===== src/rtl/riscv_pkg.sv =====
// Shared RISC-V core definitions: load/store size encodings, the memory-stage state type and the bus byte-enable width.
package riscv_pkg;

   localparam logic [2:0] F3_B  = 3'b000;
   localparam logic [2:0] F3_H  = 3'b001;
   localparam logic [2:0] F3_W  = 3'b010;
   localparam logic [2:0] F3_BU = 3'b100;
   localparam logic [2:0] F3_HU = 3'b101;

   localparam int BE_W = 4;

   typedef enum logic {
      IDLE = 1'b0,
      BUSY = 1'b1
   } mem_state_e;

endpackage


===== src/rtl/mem_stage_if.sv =====
// Data-memory bus between the memory stage (master) and the memory (slave); request held until ack.
interface mem_stage_if;
   import riscv_pkg::*;

   logic            dmem_req;
   logic            dmem_we;
   logic [31:0]     dmem_addr;
   logic [31:0]     dmem_wdata;
   logic [BE_W-1:0] dmem_be;
   logic [31:0]     dmem_rdata;
   logic            dmem_ack;

   modport master (
      output dmem_req, dmem_we, dmem_addr, dmem_wdata, dmem_be,
      input  dmem_rdata, dmem_ack
   );

   modport slave (
      input  dmem_req, dmem_we, dmem_addr, dmem_wdata, dmem_be,
      output dmem_rdata, dmem_ack
   );

endinterface


===== src/rtl/mem_stage_load_align.sv =====
// Load data extraction: picks the byte/half at the lane and sign- or zero-extends it; purely combinational.
module load_align
   import riscv_pkg::*;
(
   input  logic [31:0] rdata_i,
   input  logic [1:0]  lane_i,
   input  logic [2:0]  funct3_i,
   output logic [31:0] data_o
);

   logic [7:0]  byte_sel;
   logic [15:0] half_sel;

   always_comb begin
      byte_sel = rdata_i[7:0];
      case (lane_i)
         2'd1:    byte_sel = rdata_i[15:8];
         2'd2:    byte_sel = rdata_i[23:16];
         2'd3:    byte_sel = rdata_i[31:24];
         default: byte_sel = rdata_i[7:0];
      endcase
      half_sel = lane_i[1] ? rdata_i[31:16] : rdata_i[15:0];
   end

   always_comb begin
      data_o = rdata_i;
      case (funct3_i)
         F3_B:    data_o = {{24{byte_sel[7]}}, byte_sel};
         F3_BU:   data_o = {24'h0, byte_sel};
         F3_H:    data_o = {{16{half_sel[15]}}, half_sel};
         F3_HU:   data_o = {16'h0, half_sel};
         default: data_o = rdata_i;
      endcase
   end

endmodule


===== src/rtl/mem_stage.sv =====
// RISC-V memory stage: 1-cycle pass-through for non-memory/misaligned ops, >=2 cycles for bus ops; stall_o holds EX while busy.
// Optional MEM_TIMEOUT_EN: abandon a bus transaction after TIMEOUT_CYCLES BUSY cycles and flag bus_err_o.
module mem_stage
   import riscv_pkg::*;
#(
   parameter int TIMEOUT_CYCLES = 16
) (
   input  logic        clk,
   input  logic        rst,
   input  logic        ex_valid_i,
   input  logic [31:0] alu_i,
   input  logic [31:0] store_data_i,
   input  logic        mem_rd_i,
   input  logic        mem_wr_i,
   input  logic [2:0]  funct3_i,
   input  logic [31:0] pc_4_i,
   input  logic [2:0]  wb_sel1_i,
   input  logic [2:0]  wb_sel2_i,
   input  logic [2:0]  pc_sel_i,
   output logic        stall_o,
   mem_stage_if.master dmem,
   output logic        wb_valid_o,
   output logic [31:0] alu_o,
   output logic [31:0] mem_o,
   output logic [31:0] pc_4_o,
   output logic [2:0]  wb_sel1_o,
   output logic [2:0]  wb_sel2_o,
   output logic [2:0]  pc_sel_o,
   output logic        misalign_o,
   output logic        bus_err_o
);

   mem_state_e      state_q, state_d;
   logic [31:0]     req_addr_q, req_addr_d;
   logic [2:0]      req_f3_q, req_f3_d;
   logic [31:0]     req_wdata_q, req_wdata_d;
   logic [BE_W-1:0] req_be_q, req_be_d;
   logic            req_we_q, req_we_d;
   logic            wb_valid_q, wb_valid_d;
   logic [31:0]     alu_q, alu_d, mem_q, mem_d, pc_4_q, pc_4_d;
   logic [2:0]      wb_sel1_q, wb_sel1_d, wb_sel2_q, wb_sel2_d, pc_sel_q, pc_sel_d;
   logic            misalign_q, misalign_d;

   logic            mem_op, misal, capture, stall;
   logic [31:0]     st_wdata, load_data;
   logic [BE_W-1:0] st_be;

   assign mem_op = mem_rd_i | mem_wr_i;
   assign misal  = ((funct3_i[1:0] == 2'b01) && alu_i[0]) ||
                   ((funct3_i == F3_W) && (alu_i[1:0] != 2'b00));

   always_comb begin
      st_wdata = store_data_i;
      st_be    = '1;
      case (funct3_i[1:0])
         2'b00: begin
            st_wdata = {4{store_data_i[7:0]}};
            st_be    = BE_W'(4'b0001) << alu_i[1:0];
         end
         2'b01: begin
            st_wdata = {2{store_data_i[15:0]}};
            st_be    = BE_W'(4'b0011) << alu_i[1:0];
         end
         default: ;
      endcase
   end

   load_align u_load_align (
      .rdata_i  (dmem.dmem_rdata),
      .lane_i   (req_addr_q[1:0]),
      .funct3_i (req_f3_q),
      .data_o   (load_data)
   );

`ifdef MEM_TIMEOUT_EN
   localparam int CNT_W = $clog2(TIMEOUT_CYCLES + 1);
   logic [CNT_W-1:0] cnt_q, cnt_d;
   logic             timeout;
   logic             bus_err_q, bus_err_d;

   // Counter sits at zero while idle, so it is already clear on BUSY entry.
   assign timeout = (cnt_q == CNT_W'(TIMEOUT_CYCLES - 1));

   always_comb begin
      cnt_d = cnt_q;
      if (state_q == IDLE) begin
         cnt_d = '0;
      end else if (!dmem.dmem_ack) begin
         cnt_d = cnt_q + 1'b1;
      end
   end

   always_ff @(posedge clk or negedge rst) begin
      if (!rst) begin
         cnt_q     <= '0;
         bus_err_q <= 1'b0;
      end else begin
         cnt_q     <= cnt_d;
         bus_err_q <= bus_err_d;
      end
   end

   assign bus_err_o = bus_err_q;
`else
   assign bus_err_o = 1'b0;
`endif

   always_comb begin
      state_d     = state_q;
      req_addr_d  = req_addr_q;
      req_f3_d    = req_f3_q;
      req_wdata_d = req_wdata_q;
      req_be_d    = req_be_q;
      req_we_d    = req_we_q;
      wb_valid_d  = 1'b0;
      alu_d       = alu_q;
      mem_d       = mem_q;
      pc_4_d      = pc_4_q;
      wb_sel1_d   = wb_sel1_q;
      wb_sel2_d   = wb_sel2_q;
      pc_sel_d    = pc_sel_q;
      misalign_d  = misalign_q;
`ifdef MEM_TIMEOUT_EN
      bus_err_d   = bus_err_q;
`endif
      stall       = 1'b0;
      capture     = 1'b0;

      case (state_q)
         IDLE: begin
            if (ex_valid_i) begin
               if (mem_op && !misal) begin
                  stall       = 1'b1;
                  state_d     = BUSY;
                  req_addr_d  = alu_i;
                  req_f3_d    = funct3_i;
                  req_wdata_d = st_wdata;
                  req_be_d    = st_be;
                  req_we_d    = mem_wr_i & ~mem_rd_i;
               end else begin
                  capture    = 1'b1;
                  mem_d      = '0;
                  misalign_d = mem_op;
`ifdef MEM_TIMEOUT_EN
                  bus_err_d  = 1'b0;
`endif
               end
            end
         end
         BUSY: begin
            if (dmem.dmem_ack) begin
               capture    = 1'b1;
               state_d    = IDLE;
               mem_d      = req_we_q ? 32'h0 : load_data;
               misalign_d = 1'b0;
`ifdef MEM_TIMEOUT_EN
               bus_err_d  = 1'b0;
            end else if (timeout) begin
               capture    = 1'b1;
               state_d    = IDLE;
               mem_d      = '0;
               misalign_d = 1'b0;
               bus_err_d  = 1'b1;
`endif
            end else begin
               stall = 1'b1;
            end
         end
         default: state_d = IDLE;
      endcase

      // EX still holds its fields in the completing cycle, so they are taken from the inputs.
      if (capture) begin
         wb_valid_d = 1'b1;
         alu_d      = alu_i;
         pc_4_d     = pc_4_i;
         wb_sel1_d  = wb_sel1_i;
         wb_sel2_d  = wb_sel2_i;
         pc_sel_d   = pc_sel_i;
      end
   end

   always_ff @(posedge clk or negedge rst) begin
      if (!rst) begin
         state_q     <= IDLE;
         req_addr_q  <= '0;
         req_f3_q    <= '0;
         req_wdata_q <= '0;
         req_be_q    <= '0;
         req_we_q    <= 1'b0;
         wb_valid_q  <= 1'b0;
         alu_q       <= '0;
         mem_q       <= '0;
         pc_4_q      <= '0;
         wb_sel1_q   <= '0;
         wb_sel2_q   <= '0;
         pc_sel_q    <= '0;
         misalign_q  <= 1'b0;
      end else begin
         state_q     <= state_d;
         req_addr_q  <= req_addr_d;
         req_f3_q    <= req_f3_d;
         req_wdata_q <= req_wdata_d;
         req_be_q    <= req_be_d;
         req_we_q    <= req_we_d;
         wb_valid_q  <= wb_valid_d;
         alu_q       <= alu_d;
         mem_q       <= mem_d;
         pc_4_q      <= pc_4_d;
         wb_sel1_q   <= wb_sel1_d;
         wb_sel2_q   <= wb_sel2_d;
         pc_sel_q    <= pc_sel_d;
         misalign_q  <= misalign_d;
      end
   end

   // Gating with reset keeps stall low while reset is held even if EX presents a memory op.
   assign stall_o         = stall & rst;
   assign dmem.dmem_req   = (state_q == BUSY);
   assign dmem.dmem_we    = req_we_q;
   assign dmem.dmem_addr  = {req_addr_q[31:2], 2'b00};
   assign dmem.dmem_wdata = req_wdata_q;
   assign dmem.dmem_be    = req_be_q;

   assign wb_valid_o = wb_valid_q;
   assign alu_o      = alu_q;
   assign mem_o      = mem_q;
   assign pc_4_o     = pc_4_q;
   assign wb_sel1_o  = wb_sel1_q;
   assign wb_sel2_o  = wb_sel2_q;
   assign pc_sel_o   = pc_sel_q;
   assign misalign_o = misalign_q;

endmodule

===== src/flat_wrapper.sv =====
// flat-port wrapper written by rule: the top's interface ports become plain ports
module mem_stage_flat import riscv_pkg::*;
#(
   parameter int TIMEOUT_CYCLES = 16
)
  (clk, rst, ex_valid_i, alu_i, store_data_i, mem_rd_i, mem_wr_i, funct3_i, pc_4_i, wb_sel1_i, wb_sel2_i, pc_sel_i, stall_o, wb_valid_o, alu_o, mem_o, pc_4_o, wb_sel1_o, wb_sel2_o, pc_sel_o, misalign_o, bus_err_o, dmem_dmem_req, dmem_dmem_we, dmem_dmem_addr, dmem_dmem_wdata, dmem_dmem_be, dmem_dmem_rdata, dmem_dmem_ack);
  mem_stage_if dmem_i ();
  input  logic clk;
  input  logic rst;
  input  logic ex_valid_i;
  input  logic [31:0] alu_i;
  input  logic [31:0] store_data_i;
  input  logic mem_rd_i;
  input  logic mem_wr_i;
  input  logic [2:0] funct3_i;
  input  logic [31:0] pc_4_i;
  input  logic [2:0] wb_sel1_i;
  input  logic [2:0] wb_sel2_i;
  input  logic [2:0] pc_sel_i;
  output logic stall_o;
  output logic wb_valid_o;
  output logic [31:0] alu_o;
  output logic [31:0] mem_o;
  output logic [31:0] pc_4_o;
  output logic [2:0] wb_sel1_o;
  output logic [2:0] wb_sel2_o;
  output logic [2:0] pc_sel_o;
  output logic misalign_o;
  output logic bus_err_o;
  output wire logic [$bits(dmem_i.dmem_req)-1:0] dmem_dmem_req;
  output wire logic [$bits(dmem_i.dmem_we)-1:0] dmem_dmem_we;
  output wire logic [$bits(dmem_i.dmem_addr)-1:0] dmem_dmem_addr;
  output wire logic [$bits(dmem_i.dmem_wdata)-1:0] dmem_dmem_wdata;
  output wire logic [$bits(dmem_i.dmem_be)-1:0] dmem_dmem_be;
  input wire logic [$bits(dmem_i.dmem_rdata)-1:0] dmem_dmem_rdata;
  input wire logic [$bits(dmem_i.dmem_ack)-1:0] dmem_dmem_ack;
  assign dmem_dmem_req = dmem_i.dmem_req;
  assign dmem_dmem_we = dmem_i.dmem_we;
  assign dmem_dmem_addr = dmem_i.dmem_addr;
  assign dmem_dmem_wdata = dmem_i.dmem_wdata;
  assign dmem_dmem_be = dmem_i.dmem_be;
  assign dmem_i.dmem_rdata = dmem_dmem_rdata;
  assign dmem_i.dmem_ack = dmem_dmem_ack;
  mem_stage #(.TIMEOUT_CYCLES(TIMEOUT_CYCLES)) u_core (.clk(clk), .rst(rst), .ex_valid_i(ex_valid_i), .alu_i(alu_i), .store_data_i(store_data_i), .mem_rd_i(mem_rd_i), .mem_wr_i(mem_wr_i), .funct3_i(funct3_i), .pc_4_i(pc_4_i), .wb_sel1_i(wb_sel1_i), .wb_sel2_i(wb_sel2_i), .pc_sel_i(pc_sel_i), .stall_o(stall_o), .dmem(dmem_i), .wb_valid_o(wb_valid_o), .alu_o(alu_o), .mem_o(mem_o), .pc_4_o(pc_4_o), .wb_sel1_o(wb_sel1_o), .wb_sel2_o(wb_sel2_o), .pc_sel_o(pc_sel_o), .misalign_o(misalign_o), .bus_err_o(bus_err_o));
endmodule

===== config.mk =====
export PLATFORM = sky130hd
export DESIGN_NAME = mem_stage_flat
export DESIGN_NICKNAME = d
export VERILOG_FILES = /design/src/rtl/riscv_pkg.sv /design/src/rtl/mem_stage_if.sv /design/src/rtl/mem_stage_load_align.sv /design/src/rtl/mem_stage.sv /design/src/flat_wrapper.sv
export SDC_FILE = /design/constraint.sdc
export NUM_CORES = 1
export LEC_CHECK = 0
export BUFFER_PORTS_ARGS = -buffer_cell sky130_fd_sc_hd__clkbuf_2
export CAP_MARGIN = 20
export CORE_AREA = 10 10 155 157
export DETAILED_ROUTE_END_ITERATION = 8
export DIE_AREA = 0 0 165 167
export PLACE_DENSITY_LB_ADDON = 0.25
export SETUP_SLACK_MARGIN = 0.02
export SLEW_MARGIN = 20
export SYNTH_ARGS = -nofsm -noshare
export SYNTH_HDL_FRONTEND = slang
export SYNTH_HIERARCHICAL = 1
export SYNTH_SLANG_ARGS = --single-unit

===== constraint.sdc =====
create_clock -name clk -period 1.7 [get_ports clk]
set_input_delay 0.17 -clock clk [delete_from_list [all_inputs] [get_ports clk]]
set_output_delay 0.17 -clock clk [all_outputs]
set_load 0.02 [all_outputs]

Yosys cells after proc, flatten, opt, wreduce, memory -nomap -nowiden
Index checks and enable logic that the tools add are counted.
{ "word_totals": {"ff_bits": 180, "input_bits": 146, "out_inout_bits": 179, "elab_cells": 65} }
{ "op_classes": {"eq_ne": 11, "shift": 2, "mux": 23, "bitwise_logic": 5, "n_reduce_logical": 10} }
{ "op_table": {"columns": ["cell", "count"], "rows": [
  ["2-to-1 mux 32 bit", 4],
  ["case mux 32 bit (2 select lines)", 2],
  ["case mux 32 bit (4 select lines)", 1],
  ["case mux 8 bit (3 select lines)", 1],
  ["2-to-1 mux 16 bit", 1],
  ["2-to-1 mux 1 bit", 10],
  ["case mux 4 bit (2 select lines)", 1],
  ["equality test 3 bit, second input constant", 2],
  ["!= test 2 bit, second input constant", 3],
  ["case mux 1 bit (2 select lines)", 3],
  ["AND reduction 3 bit", 2],
  ["equality test 2 x 1 -> 1 bit, second input constant", 2],
  ["equality test 2 bit, second input constant", 2],
  ["left shift 1 x 2 -> 4 bit, first input constant", 1],
  ["left shift 2 x 2 -> 4 bit, first input constant", 1],
  ["equality test 3 x 1 -> 1 bit, second input constant", 1],
  ["equality test 3 x 2 -> 1 bit, second input constant", 1],
  ["logical AND 1 bit", 3],
  ["logical NOT 3 bit", 1],
  ["bitwise AND 1 bit", 2],
  ["logical NOT 2 bit", 1],
  ["NOT 1 bit", 2],
  ["nonzero test 2 bit", 1],
  ["logical NOT 1 bit", 1],
  ["other kinds (2)", 2]
]} }

Longest topological paths before layout
Gate-level depths: netlist of the first run.
{ "logic_depth": {"ltp_word": 9, "depth_mapped": 7} }

Hierarchy
The synthesis of the first run kept the hierarchy.
{ "modules_own_cells": {"columns": ["module", "n_inst", "cells_each", "area_per_inst_um2", "seq_area_each_um2"], "rows": [
  ["mem_stage", 1, 487, 7566.0, 4504.3],
  ["load_align", 1, 111, 668.1, 0.0]
]} }

Worst setup path before layout of the first run
No wires, ideal clock.
{ "synth_path": {"path_type": "register to register", "start": "register u_core.req_addr_q[1]", "end": "register u_core.mem_q[10], in the netlist u_core/mem_o[10]", "setup_time_ps": 121, "arrival_ps": 1675, "t_required_ps": 1579, "slack_ps": -96, "stages_incl_launch_ff": 6, "path_buffers": 1, "path_cell_list": "dfrtp_1 mux4_2 and3b_1 clkbuf_1 a221o_1 a22o_1"} }
{ "synth_via": {"elab_chain_len": 6, "elab_cells_between_ends": 9, "classes_between": "eq/ne: 3; mux: 6"} }
{ "synth_lines": {"columns": ["element", "line_no", "text"], "rows": [
  ["start, declared", "mem_stage.sv:34", "logic [31:0] req_addr_q, req_addr_d;"],
  ["start signal, assigned", "mem_stage.sv:201", "req_addr_q <= req_addr_d;"],
  ["equality test 2 bit or equality test 2 x 1 -> 1 bit (tied branches)", "mem_stage_load_align.sv:16", "case (lane_i)"],
  ["case mux 8 bit (3 select lines)", "mem_stage_load_align.sv:16", null],
  ["case mux 32 bit (4 select lines) *", "mem_stage_load_align.sv:27", "case (funct3_i)"],
  ["via u_core.load_data[10]", "mem_stage.sv:45", "logic [31:0] st_wdata, load_data;"],
  ["2-to-1 mux 32 bit *", "mem_stage.sv:154", "mem_d = req_we_q ? 32'h0 : load_data;"],
  ["2-to-1 mux 32 bit *", "mem_stage.sv:151", "if (dmem.dmem_ack) begin"],
  ["case mux 32 bit (2 select lines) *", "mem_stage.sv:129", "case (state_q)"],
  ["end signal, assigned", "mem_stage.sv:208", "mem_q <= mem_d;"],
  ["end, declared", "mem_stage.sv:40", "logic [31:0] alu_q, alu_d, mem_q, mem_d, pc_4_q, pc_4_d;"]
]} }
Mark *: on every way through the listed nets, which the timed path passes. The rest lies on a longest branch. The select of a mux whose other input is x is not followed.
A chain may end at the register's enable or synchronous reset.

Worst setup path in the final report of the first run
{ "layout_path": {"start": "register u_core.state_q, in the netlist u_core/dmem.dmem_req", "end": "register u_core.wb_sel2_q[1], in the netlist u_core/wb_sel2_o[1]"} }
{ "layout_via": {"elab_chain_len": 2} }
{ "layout_lines": {"columns": ["element", "line_no", "text"], "rows": [
  ["start, declared", "mem_stage.sv:33", "mem_state_e state_q, state_d;"],
  ["start signal, assigned", "mem_stage.sv:200", "state_q <= state_d;"],
  ["NOT 1 bit", "mem_stage.sv:129", null],
  ["case mux 1 bit (2 select lines) *", "mem_stage.sv:129", null],
  ["end signal, assigned", "mem_stage.sv:211", "wb_sel2_q <= wb_sel2_d;"],
  ["end, declared", "mem_stage.sv:41", "logic [2:0] wb_sel1_q, wb_sel1_d, wb_sel2_q, wb_sel2_d, pc_sel_q, pc_sel_d;"]
]} }
Every way passes the cells marked *; elsewhere a longest branch is shown, timed or not.

==> results of run 1 <==
-- layer usage --
metal	up-vias	global-route usage [%]	part of all wire (%)	wire (um)
met5	-	0	0	0
met4	0	5.70	1.8	478
met3	29	6.31	7.8	2020
met2	213	29.9	51	13200
met1	3038	21.0	40	10300
li1	2907	-	-	-
-- cell type report --
type                    instances  area, sq um
clock buffers                  17          425
clock inverters                15          159
fillers                      1715         8830
inverters                       4         20.0
multi-input cells             346         3390
flip-flops and latches        180         4510
well taps                     275          344
repair buffers                452         3160
-- final timing paths --
check / start / end / slack [ns] / depth (start not counted)
setup / recovery: u_core/dmem.dmem_req / u_core/wb_sel2_o[1] / -0.07 / 7
hold / removal: alu_i[23] / u_core/req_addr_q[23] / 0.03 / 2
setup reg to reg: u_core/dmem.dmem_req / u_core/wb_sel2_o[1] / -0.07 / 7
hold reg to reg: u_core/pc_4_o[0] / u_core/pc_4_o[0] / 0.50 / 1
max in group asynchronous: rst / u_core/alu_o[7] / 0.80 / 3
min in group asynchronous: rst / u_core/mem_o[21] / 0.29 / 3
-- power by group --
group / internal, W / leakage, nW / switching (W)
Combinational: 0.00329 / 3.60 / 0.00391
Sequential: 0.00561 / 2.16 / 0.000798
Clock: 0.00198 / 0.287 / 0.00193
-- critical path, delay by kind of cell, from the launching register on --
kind	cells	cell delay, ns
compound gates	2	0.34
buf+inv	3	0.42
flops	1	0.45
mux	1	0.30
simple gates	1	0.14
-- timing repair --
| item | CTS | global route |
|---|---|---|
| hold endpoints to repair | 276 | 1 |
| cloned | 3 | 7 |
| buffers inserted | 7 | 6 |
| endpoints found under the setup margin | 167 | 162 |
| hold buffers | 70 | 1 |
| pin swaps | 11 | 1 |
| gates resized for setup | 19 | 44 |
-- cell families after synthesis --
group           after synthesis  share of synthesized area [%]
compound gates               97                           9.13
buf+inv                      74                           5.96
flops                       180                           54.7
mux                         171                           26.0
other cells                   1                         0.0455
simple gates                 75                           4.19
-- registers in the layout, indices dropped and copies added, names as in the netlist, 3 cells and up --
signal,flops
u_core/alu_o,32
u_core/dmem.dmem_wdata,32
u_core/mem_o,32
u_core/pc_4_o,32
u_core/req_addr_q,32
u_core/dmem.dmem_be,4
u_core/pc_sel_o,3
u_core/req_f3_q,3
u_core/wb_sel1_o,3
u_core/wb_sel2_o,3
-- stage by stage --
stage          TNS [ns]  setup WS [ns]  instances
2_1_floorplan     -4.25        -0.0782        600
3_3_place_gp      -2.74        -0.0529       1163
3_5_place_dp      -7.23         -0.105       1163
4_1_cts          -0.806        -0.0356       1275
5_1_grt           -5.63         -0.124       1289
6_report          -1.30        -0.0735       1289
-- cell usage in the layout (no fill, tap or decap), types with 3 or more instances in the layout --
cell type / count
clkbuf_2: 319
dfrtp_1: 179
mux2_2: 88
dlygate4sd3_1: 71
mux2_4: 71
nand2_1: 44
a22o_1: 32
buf_4: 28
clkbuf_16: 23
a21o_1: 17
buf_6: 10
mux2i_1: 10
buf_12: 9
nand2b_1: 9
o21ai_0: 9
o21ai_1: 8
a221o_1: 8
inv_8: 7
nor2_1: 7
a21oi_1: 6
buf_16: 5
a22oi_2: 5
clkinv_4: 4
nor2b_1: 4
conb_1: 3
buf_8: 3
==> results.sh, run 1 <==
export IMPL_outcome="finished with violations"
export IMPL_failed_checks="setup timing"
export IMPL_synthTopCellsByArea="dfrtp_1, mux2_2, mux2_4, buf_4, a22o_1"
export IMPL_crit_path_end_kind="flop"
export IMPL_yosys_warnings=6
export IMPL_ctsHtreeMaxLevel=4
export IMPL_rsz0062_at_grt="yes"
export IMPL_gp_congestion=0.887
export IMPL_fin_crit_sh_pct=104
export IMPL_grt_max_degree=115
export IMPL_slowest_delay_ns=0.45
export IMPL_fin_ws_ns=-0.0735
export IMPL_yosysUniqueCellTypes=39
export IMPL_critical_path_class="flop to flop"
export IMPL_cts_buffers=17
export IMPL_clock_path_buffers=2
export IMPL_fin_area_sq_um=12000
export IMPL_syn_cell_area_sq_um=8230
export IMPL_die_area_sq_um=27600
export IMPL_drive_above_1_share_pct=58.5
export IMPL_synth_seq_area_share_pct=54.7
export IMPL_maxSlewViolCount=0
export IMPL_vdd_ir_drop_max_mv=0.633
export IMPL_wirelength_mm=26.0
export IMPL_cp_required_ns=2.01
export IMPL_start_util_pct=39.5
export IMPL_drc_errors=0
export IMPL_ys_ff_latch=180
export IMPL_async_flop_share_pct=100
export IMPL_core_area_sq_um=20800
export IMPL_fin_hold_ws_ns=0.0252
export IMPL_gr_usage_all_layers_pct=17.9
export IMPL_syn_inst=598
export IMPL_power_density_nw_per_um2=1460
export IMPL_fin_skew_ns=0.00952
export IMPL_netlist_top_cell_by_area="dfrtp_1"
export IMPL_antenna_found_initial=0
export IMPL_viasPerCell=4.80
export IMPL_netlist_top_cells_count="dfrtp_1, mux2_2, mux2_4, nand2_1, buf_4"
export IMPL_cts_sinks=180
export IMPL_power_leakage_nw=6.05
export IMPL_die_w_um=165
export IMPL_place_area_sq_um=10100
export IMPL_nets=1147
export IMPL_n_antenna_cell=0
export IMPL_post_route_min_period_ns=1.77
export IMPL_row_count=53
export IMPL_cts_tree="done"
export IMPL_synth_top_area_share_pct=54.7
export IMPL_cp_slowest_cell="dfrtp_2"
export IMPL_synth_most_common_cell="dfrtp_1"
export IMPL_crit_fanout=5
export IMPL_grt_overflow=0
export IMPL_fin_util_pct=57.6
export IMPL_p_total_w=0.0175
export IMPL_start_kind="flop"
export IMPL_worstHoldPathType="input pin to flop"
export IMPL_crit_arrival_ns=2.09
export IMPL_synth_edf_count=0
export IMPL_worstSkewPairLatency_ns=0.43
export IMPL_die_y_um=167
export IMPL_area_growth_pct=45.7
export IMPL_finalSetupViolations=53
export IMPL_clk_pin_slew_ns=0.08
export IMPL_final_antenna_net_count=0
export IMPL_ys_flop_type="dfrtp_1"
export IMPL_io_pins=325
export IMPL_port_buffers=321
export IMPL_syn_area_per_cell_sq_um=13.8
export IMPL_max_freq_ghz=0.564
export IMPL_tightest_slew_ns=0.643
export IMPL_wl_per_cell_um=20.2
export IMPL_num_vias=6187
export IMPL_drtPass1Iterations=4
export IMPL_crit_chain="o21ba_4 > o311ai_4 > nand2_2 > clkinv_4 > buf_6 > clkbuf_16 > mux2_4"
export IMPL_grt_first_pass_wirelength_mm=39.2
export IMPL_slew_limit_headroom_pct=57.1
export IMPL_hold_violations=0
export IMPL_timing_max_cap_violations=0
export IMPL_grt_pass1_vias=6772
export IMPL_cts_root_buffer="clkbuf_16"
export IMPL_dp_final_hpwl_mm=18.2
export IMPL_drtIter0Drc=364
(Power assumes the default switching activity.)
==> run 2: changes to the inputs <==
SETUP_SLACK_MARGIN = 0.05   (was 0.02)
==> run 2 against run 1 <==
Net effect: the run still ends with setup timing left; critical path depth down 3; clock skew is 0.0018 ns higher; non-clock buffer count increased by 4; sequential share of layout area decreased by 0.56 points; worst hold slack better by 0.0046 ns; clock power about the same; global-route usage rose by 0.41 points; via count decreased by 0.24%; cell area grew 1.5%; critical endpoint is now u_core/mem_o[8]; largest cell class unchanged; highest routed layer unchanged.
==> results.sh, run 2 (synthesized netlist as in run 1, its figures left out) <==
export IMPL_fin_area_sq_um=12200
export IMPL_power_frac_clock_pct=22.0
export IMPL_critical_path_class="flop to flop"
export IMPL_fin_crit_sh_pct=105
export IMPL_dp_cells=1169
export IMPL_crit_path_end_kind="flop"
export IMPL_wirelength_mm=25.6
export IMPL_grt_first_pass_wirelength_mm=40.1
export IMPL_cp_slowest_cell="mux4_2"
export IMPL_clock_path_buffers=2
export IMPL_start_kind="flop"
export IMPL_rsz0062_at_grt="yes"
export IMPL_drtIter0Drc=323
export IMPL_area_growth_pct=47.9
export IMPL_row_count=53
export IMPL_p_int_w=0.0110
export IMPL_die_y_um=167
export IMPL_port_buffers=321
export IMPL_drive_above_1_share_pct=58.1
export IMPL_gp_congestion=0.797
export IMPL_path_delay_family="multiplexers"
export IMPL_power_leakage_nw=6.20
export IMPL_final_common_cell="clkbuf_2"
export IMPL_die_area_sq_um=27600
export IMPL_mostFrequentLayoutCells="clkbuf_2, dfrtp_1, mux2_4"
export IMPL_grt_max_degree=43
export IMPL_tightest_slew_ns=0.570
export IMPL_final_antenna_net_count=0
export IMPL_cp_required_ns=2.00
export IMPL_drc_errors=0
export IMPL_hold_violations=0
export IMPL_fin_hold_ws_ns=0.0298
export IMPL_combPwrFrac_pct=41.4
export IMPL_timing_max_cap_violations=0
export IMPL_power_density_nw_per_um2=1440
export IMPL_cp_num_buf_inv=0
export IMPL_ctsHtreeMaxLevel=4
export IMPL_cts_buffers=17
export IMPL_worstHoldPathType="input pin to flop"
export IMPL_post_route_min_period_ns=1.78
export IMPL_grt_pass1_vias=7003
export IMPL_cts_sinks=180
export IMPL_gr_usage_all_layers_pct=18.4
export IMPL_crit_arrival_ns=2.08
export IMPL_failed_checks="setup timing"
export IMPL_wl_per_cell_um=19.8
export IMPL_antenna_found_initial=0
export IMPL_worstSkewPairLatency_ns=0.42
export IMPL_final_setup_tns_ns=-0.745
export IMPL_num_vias=6172
export IMPL_switching_share_pct=37.5
export IMPL_cts_tree="done"
export IMPL_cts_root_buffer="clkbuf_16"
export IMPL_place_area_sq_um=10200
export IMPL_clk_pin_slew_ns=0.08
export IMPL_maxSlewViolCount=0
export IMPL_vdd_ir_drop_max_mv=0.686
export IMPL_outcome="finished with violations"
export IMPL_crit_chain="mux4_2 > and3b_2 > a221o_1 > a22o_1"
export IMPL_nets=1151
export IMPL_stdcell_count=1293
export IMPL_slew_limit_headroom_pct=61.9
export IMPL_fin_skew_ns=0.0113
export IMPL_ff2ff_setup_slack_ns=-0.08
export IMPL_max_freq_ghz=0.563
export IMPL_viasPerCell=4.77
export IMPL_die_w_um=165
export IMPL_finalSetupViolations=25
export IMPL_slowest_delay_ns=0.52
export IMPL_seqPwrFrac_pct=36.6
export IMPL_p_total_w=0.0176
export IMPL_n_antenna_cell=0
export IMPL_drtPass1Iterations=5
export IMPL_dp_final_hpwl_mm=17.9
export IMPL_crit_fanout=8
export IMPL_io_pins=325
export IMPL_start_util_pct=39.5
export IMPL_fin_ws_ns=-0.0768
export IMPL_grt_overflow=0
export IMPL_p_sw_w=0.00659
export IMPL_core_area_sq_um=20800
## run 2: cell type report
| type | instances | area (sq um) |
|---|---|---|
| Clock buffer | 17 | 425 |
| Timing Repair Buffer | 456 | 3250 |
| Tap cell | 275 | 344 |
| Multi-Input combinational cell | 346 | 3470 |
| Clock inverter | 15 | 161 |
| Sequential cell | 180 | 4510 |
| Inverter | 4 | 22.5 |
| Fill cell | 1723 | 8640 |
## run 2: metrics by stage
step / setup WS (ns) / utilization [%]
CTS: -0.0736 / 57.6
floorplan: -0.0782 / -
finish: -0.0768 / 58.5
global route: -0.148 / 58.5
global placement: -0.0258 / 48.9
detailed placement: -0.0702 / 48.9
## run 2: final timing paths
kind | cells past startpoint | start | endpoint
worst max-delay path | 4 | u_core/req_addr_q[1] | u_core/mem_o[8]
worst min-delay path | 2 | alu_i[31] | u_core/req_addr_q[31]
worst max register to register | 4 | u_core/req_addr_q[1] | u_core/mem_o[8]
worst min register to register | 1 | u_core/misalign_o | u_core/misalign_o
max in group asynchronous | 4 | rst | u_core/req_addr_q[24]
min in group asynchronous | 2 | rst | u_core/dmem.dmem_wdata[5]
## run 2: power by group through the flow
| stage | Clock [W] | Combinational [W] | Sequential (W) |
|---|---|---|---|
| after floorplan | 0 | 0.00305 | 0.00771 |
| after global placement | 0 | 0.00651 | 0.00646 |
| after detailed placement | 0 | 0.00660 | 0.00647 |
| after CTS | 0.00401 | 0.00716 | 0.00642 |
| after global routing | 0.00418 | 0.00774 | 0.00662 |
| final | 0.00388 | 0.00728 | 0.00644 |
## run 2: timing repair
action,CTS,global route
pin swaps,5,6
hold endpoints to repair,138,0
hold buffers,71,0
gates cloned,6,4
setup endpoints to repair,172,173
buffers inserted,13,0
gates resized for setup,54,31
## run 2: worst reg2reg max path: stages (launching register included)
cell,delay [ns]
dfrtp_1,0.39
mux4_2,0.52
and3b_2,0.28
a221o_1,0.28
a22o_1,0.18
## run 2: routing by layer
metal  part of all wire [%]  up-vias  GRT usage (%)
met5                      0        -              0
met4                    1.5        0           4.82
met3                    6.9       28           5.60
met2                     51      208           30.7
met1                     41     3006           22.3
li1                       -     2930              -
